**src/rtl/hilo_unit_if.sv**
```systemverilog
// Operand/result bundle between the pipeline and the HI/LO unit.
// The master presents ops and operands; the slave returns HI/LO and divide status.
interface hilo_unit_if;
    logic        op_valid;
    logic [2:0]  op;
    logic [31:0] alu_r;
    logic [31:0] alu_r2;
    logic [31:0] rs_val;
    logic [31:0] rt_val;
    logic [31:0] hi;
    logic [31:0] lo;
    logic        busy;
    logic        done;
    logic        div_by_zero;

    modport master (
        output op_valid, op, alu_r, alu_r2, rs_val, rt_val,
        input  hi, lo, busy, done, div_by_zero
    );

    modport slave (
        input  op_valid, op, alu_r, alu_r2, rs_val, rt_val,
        output hi, lo, busy, done, div_by_zero
    );
endinterface

```
**src/rtl/hilo_unit.sv**
```systemverilog
// HI/LO register unit: MULTU capture, MTHI/MTLO, and a 32-step restoring divider
// for DIV/DIVU that stalls the pipeline through busy while it iterates.
module hilo_unit (
    input logic        clk,
    input logic        rst_n,
    hilo_unit_if.slave bus
);

    typedef enum logic [1:0] {
        StIdle = 2'd0,
        StIter = 2'd1,
        StFix  = 2'd2
    } state_e;

    state_e      state;
    logic [5:0]  cnt;
    logic [31:0] rem;
    logic [31:0] quo;
    logic [31:0] dvsr;
    logic        q_neg;
    logic        r_neg;
    logic [31:0] hi_q;
    logic [31:0] lo_q;
    logic        busy_q;
    logic        done_q;
    logic        dbz_q;

    logic        accept;
    logic        is_signed;
    logic [31:0] rs_mag;
    logic [31:0] rt_mag;
    logic [32:0] rem_sh;
    logic [31:0] rem_nxt;
    logic [31:0] quo_nxt;

    always_comb begin
        accept    = bus.op_valid && !busy_q;
        is_signed = (bus.op == 3'd2);
        // Magnitudes are taken as 32-bit unsigned, so |0x80000000| stays 0x80000000.
        rs_mag    = (is_signed && bus.rs_val[31]) ? -bus.rs_val : bus.rs_val;
        rt_mag    = (is_signed && bus.rt_val[31]) ? -bus.rt_val : bus.rt_val;
        rem_sh    = {rem, quo[31]};
        rem_nxt   = rem_sh[31:0];
        quo_nxt   = {quo[30:0], 1'b0};
        if (rem_sh >= {1'b0, dvsr}) begin
            rem_nxt = rem_sh[31:0] - dvsr;
            quo_nxt = {quo[30:0], 1'b1};
        end
    end

    always_ff @(posedge clk or negedge rst_n) begin
        if (!rst_n) begin
            state  <= StIdle;
            cnt    <= 6'd0;
            rem    <= 32'd0;
            quo    <= 32'd0;
            dvsr   <= 32'd0;
            q_neg  <= 1'b0;
            r_neg  <= 1'b0;
            hi_q   <= 32'd0;
            lo_q   <= 32'd0;
            busy_q <= 1'b0;
            done_q <= 1'b0;
            dbz_q  <= 1'b0;
        end else begin
            done_q <= 1'b0;
            dbz_q  <= 1'b0;
            case (state)
                StIdle: begin
                    if (accept) begin
                        case (bus.op)
                            3'd1: begin
                                lo_q <= bus.alu_r;
                                hi_q <= bus.alu_r2;
                            end
                            3'd2, 3'd3: begin
                                if (bus.rt_val == 32'd0) begin
                                    lo_q   <= 32'hFFFF_FFFF;
                                    hi_q   <= bus.rs_val;
                                    done_q <= 1'b1;
                                    dbz_q  <= 1'b1;
                                end else begin
                                    dvsr   <= rt_mag;
                                    quo    <= rs_mag;
                                    rem    <= 32'd0;
                                    cnt    <= 6'd0;
                                    q_neg  <= is_signed && (bus.rs_val[31] ^ bus.rt_val[31]);
                                    r_neg  <= is_signed && bus.rs_val[31];
                                    busy_q <= 1'b1;
                                    state  <= StIter;
                                end
                            end
                            3'd4: hi_q <= bus.rs_val;
                            3'd5: lo_q <= bus.rs_val;
                            default: ;
                        endcase
                    end
                end
                StIter: begin
                    rem <= rem_nxt;
                    quo <= quo_nxt;
                    cnt <= cnt + 6'd1;
                    if (cnt == 6'd31) begin
                        state <= StFix;
                    end
                end
                StFix: begin
                    lo_q   <= q_neg ? -quo : quo;
                    hi_q   <= r_neg ? -rem : rem;
                    done_q <= 1'b1;
                    busy_q <= 1'b0;
                    state  <= StIdle;
                end
                default: state <= StIdle;
            endcase
        end
    end

    assign bus.hi          = hi_q;
    assign bus.lo          = lo_q;
    assign bus.busy        = busy_q;
    assign bus.done        = done_q;
    assign bus.div_by_zero = dbz_q;

endmodule

```
**src/flat_wrapper.sv**
```systemverilog
// flat-port wrapper written by rule: the top's interface ports become plain ports
module hilo_unit_flat 
  (clk, rst_n, bus_op_valid, bus_op, bus_alu_r, bus_alu_r2, bus_rs_val, bus_rt_val, bus_hi, bus_lo, bus_busy, bus_done, bus_div_by_zero);
  hilo_unit_if bus_i ();
  input logic clk;
  input logic rst_n;
  input wire logic [$bits(bus_i.op_valid)-1:0] bus_op_valid;
  input wire logic [$bits(bus_i.op)-1:0] bus_op;
  input wire logic [$bits(bus_i.alu_r)-1:0] bus_alu_r;
  input wire logic [$bits(bus_i.alu_r2)-1:0] bus_alu_r2;
  input wire logic [$bits(bus_i.rs_val)-1:0] bus_rs_val;
  input wire logic [$bits(bus_i.rt_val)-1:0] bus_rt_val;
  output wire logic [$bits(bus_i.hi)-1:0] bus_hi;
  output wire logic [$bits(bus_i.lo)-1:0] bus_lo;
  output wire logic [$bits(bus_i.busy)-1:0] bus_busy;
  output wire logic [$bits(bus_i.done)-1:0] bus_done;
  output wire logic [$bits(bus_i.div_by_zero)-1:0] bus_div_by_zero;
  assign bus_i.op_valid = bus_op_valid;
  assign bus_i.op = bus_op;
  assign bus_i.alu_r = bus_alu_r;
  assign bus_i.alu_r2 = bus_alu_r2;
  assign bus_i.rs_val = bus_rs_val;
  assign bus_i.rt_val = bus_rt_val;
  assign bus_hi = bus_i.hi;
  assign bus_lo = bus_i.lo;
  assign bus_busy = bus_i.busy;
  assign bus_done = bus_i.done;
  assign bus_div_by_zero = bus_i.div_by_zero;
  hilo_unit u_core (.clk(clk), .rst_n(rst_n), .bus(bus_i));
endmodule
```
**config.mk**
```make
export PLATFORM = sky130hd
export DESIGN_NAME = hilo_unit_flat
export DESIGN_NICKNAME = d
export VERILOG_FILES = /design/src/rtl/hilo_unit_if.sv /design/src/rtl/hilo_unit.sv /design/src/flat_wrapper.sv
export SDC_FILE = /design/constraint.sdc
export NUM_CORES = 1
export LEC_CHECK = 0
export CELL_PAD_IN_SITES_DETAIL_PLACEMENT = 0
export CELL_PAD_IN_SITES_GLOBAL_PLACEMENT = 1
export CORE_AREA = 4 4 164 205
export DETAILED_ROUTE_END_ITERATION = 10
export DIE_AREA = 0 0 168 209
export PLACE_DENSITY = 0.81
export SYNTH_ARGS = -nofsm -noshare
export SYNTH_HDL_FRONTEND = slang
export SYNTH_SLANG_ARGS = --single-unit
export TNS_END_PERCENT = 100
```
**constraint.sdc**
```tcl
create_clock -name clk -period 3.75 [get_ports clk]
set_clock_uncertainty 0.1 [all_clocks]
set_input_delay 0.375 -clock clk [delete_from_list [all_inputs] [get_ports clk]]
set_output_delay 0.375 -clock clk [all_outputs]
set_load 0.01 [all_outputs]
```
==> impl_metrics.ini <==
[yosys]
ys_seq_area_frac = 0.346
synth-edff-count = 0
yosysTopAreaCell = dfrtp_1
synthCells = 1594
syn_area_um2 = 12500
async_flop_share = 1.00
ys_seq_elements = 173
ys.flop_type = dfrtp_1
synth.area.top_cells = dfrtp_1 (35%), o21ai_0 (8.7%), nand2_1 (6.6%)
yosysWarningCount = 0
synth_cell_types = 67
syn-mean-instance-area_um2 = 7.85
netlist.area_leader.share = 0.346
syn_nets = 1766

[cts]
tritoncts = done
cts_buffers = 17
clockBufferDepth = 2
clk-insertion-delay-late_ns = 0.44
cts_root_buf = clkbuf_16
clock_sinks = 173
cts_setup_buffers = 0
cts_max_level = 4
path_clk_slew_ns = 0.06

[layout]
utilization = 0.507
nets = 1976
final_cell_area_um2 = 16100
area_delta_synth_final_pct = 28.3
drive_above_1_share = 0.0715

[run_status]
outcome = completed

[global_route]
grt_pass1_wl_um = 61900
grt_start_max_net_pins = 92
grt_pass1_vias = 11500
grt_remaining_overflow = 0
antenna_found_initial = 0
grtUsageTotal = 0.216

[sta]
relSlewSlack = 0.322
worst_pin_slew_ns = 1.02
final.min_clock_period_ns = 3.53
timing.final.crit_share = 0.942
hold_violations = 0
finalSetupViolations = 0
rsz0062_at_grt = no
max_freq_mhz = 283
setup_tns_ns = 0
drv_slew = 0

[pwr]
power_uw = 11900
p_clk_frac = 0.163
switching_share = 0.418
p_int_uw = 6950
pwr-share-seq = 0.298
switchingPower_uw = 4990
p_leak_uw = 0.00682
ir_drop_uv = 345
powerDensity_nw_per_um2 = 744
combPwrFrac = 0.539

[place]
place_area_um2 = 15400
dp_hpwl_um = 30000
portBuffers = 200
globalplace.congestion = 0.897

[floorplanning]
io_pins = 201
die_width_um = 168
core_um2 = 31700
die_h_um = 209
initial_core_util = 0.395
floorplan.rows = 73
dieArea_um2 = 35100

[setup_path]
cp_num_buf_inv = 2
crit_arrival_ns = 3.75
path_cells = inv_1 -> ha_1 -> nor2b_1 -> o31a_1 -> o211ai_1 -> a311oi_1 -> or3b_1 -> a2111o_1 -> buf_4 -> and2_1 -> a221o_1
critPathMaxFanout = 7
crit_slowest_cell = a2111o_1
crit_family = compound AO/OA/AOI/OAI gates
worstSetupPathType = reg2reg
endpoint_kind = flop
critPathLaunchType = flop
max_stage_delay_ns = 0.57
required_ns = 3.97

[drt]
viasPerCell = 5.34
drt_iter0_markers = 746
wl_per_cell_um = 17.2
ant_nets = 0
vias = 11900
wirelength_um = 38300
drcViolationCount = 0
drt_first_pass_iters = 5

[hold_path]
hold_path_class = reg2reg

[flow_run]
maxCapViolCount = 0
## per-stage QoR
| step | cells | setup WS (ns) | hold WS, ns |
|---|---|---|---|
| 6_report | 2230 | 0.218 | 0.380 |
| 5_1_grt | 2229 | 0.0159 | 0.397 |
| 4_1_cts | 2229 | 0.207 | 0.383 |
| 3_5_place_dp | 2196 | 0.0374 | 0.369 |
| 3_3_place_gp | 2196 | 0.129 | 0.362 |
| 2_1_floorplan | 1594 | 0.654 | -0.0206 |
## layout make-up
cell class | instances | area, µm²
Multi-Input combinational cell | 1278 | 7680
Clock inverter | 10 | 189
Clock buffer | 22 | 444
Fill cell | 3101 | 15600
Inverter | 53 | 199
Antenna cell | 1 | 2.50
Tap cell | 412 | 515
Sequential cell | 173 | 4330
Timing Repair Buffer | 281 | 2700
## cells in the final DEF, fill, tap and decap left out, types with 14 or more instances in the layout
master,n
nor2_1,164
buf_4,73
nand2_1,219
o31ai_1,23
a21o_1,14
xor2_1,47
mux2i_1,47
or3_1,25
ha_1,37
xnor2_1,93
nand2b_1,16
a21oi_1,158
clkbuf_16,17
clkdlybuf4s50_1,199
inv_1,53
o21ai_0,217
dfrtp_1,173
a211oi_1,26
nor3_1,23
## power groups by stage
stage | combinational [µW] | clock [µW] | sequential, µW
6_report | 6440 | 1950 | 3560
5_1_grt | 7230 | 2060 | 3680
4_1_cts | 6470 | 1980 | 3550
3_5_place_dp | 6420 | 0 | 3580
3_3_place_gp | 6320 | 0 | 3560
2_1_floorplan | 3960 | 0 | 3530
## kinds of logic (layout without fill, tap and decap cells)
| family | after synthesis | after routing | share of synthesized area |
|---|---|---|---|
| flip-flops | 173 | 173 | 0.346 |
| AND/OR/NAND/NOR | 537 | 537 | 0.196 |
| multiplexers | 47 | 47 | 0.0376 |
| adder cells (fa/ha/maj) | 38 | 38 | 0.0386 |
| AO/OA/AOI/OAI | 516 | 516 | 0.238 |
| other | 0 | 1 | 0 |
| buffers and inverters | 143 | 366 | 0.0455 |
| XOR/XNOR | 140 | 140 | 0.0979 |
## layer usage
| layer | global-route usage | wire length [µm] | vias up |
|---|---|---|---|
| met5 | 0 | 0 | - |
| met4 | 0.0448 | 436 | 0 |
| met3 | 0.0293 | 1530 | 27 |
| met2 | 0.384 | 19300 | 267 |
| met1 | 0.281 | 17000 | 5583 |
| li1 | - | - | 6036 |
## synthesized netlist by cell type (all sizes together), types with 7 or more instances
cell / number
a211oi: 26
a21o: 14
a21oi: 159
a221oi: 7
a22oi: 7
a31oi: 8
and2: 7
buf: 21
clkbuf: 69
dfrtp: 173
ha: 37
inv: 53
mux2i: 47
nand2: 220
nand2b: 16
nand3: 13
nand4: 7
nor2: 167
nor2b: 13
nor3: 23
nor4: 17
o211ai: 7
o21ai: 223
o21bai: 7
o31ai: 24
o41ai: 11
or3: 26
or4: 11
xnor2: 93
xor2: 47
## sequential cells by signal, summed over array words and instances (netlist names)
name / flops
u_core.bus.busy: 1
u_core.bus.div_by_zero: 1
u_core.bus.done: 1
u_core.bus.hi: 32
u_core.bus.lo: 32
u_core.cnt: 6
u_core.dvsr: 32
u_core.q_neg: 1
u_core.quo: 32
u_core.r_neg: 1
u_core.rem: 32
u_core.state: 2
## worst paths after layout
check	startpoint	to	slack, ns	cells past startpoint
max reg2reg	u_core.dvsr[1]	u_core.rem[27]	0.22	11
min	u_core.bus.lo[21]	u_core.bus.lo[21]	0.38	2
min reg2reg	u_core.bus.lo[21]	u_core.bus.lo[21]	0.38	2
max	u_core.dvsr[1]	u_core.rem[27]	0.22	11
min in group asynchronous	rst_n	u_core.bus.lo[5]	0.51	2
max in group asynchronous	rst_n	u_core.dvsr[27]	2.04	3
## tightest hold or removal path: cells and delay by family (launching register included)
| family | cells | cell delay, ns |
|---|---|---|
| AOI/OAI and AO/OA | 1 | 0.06 |
| DFF | 1 | 0.34 |
| and+or+nand+nor | 1 | 0.04 |
## what timing repair did
item | in CTS | in global routing
hold endpoints to repair | 88 | 0
hold buffers | 1 | 0
gates resized for setup | 0 | 1
setup endpoints to repair | 0 | 1
Power figures use the tool's default switching activity.
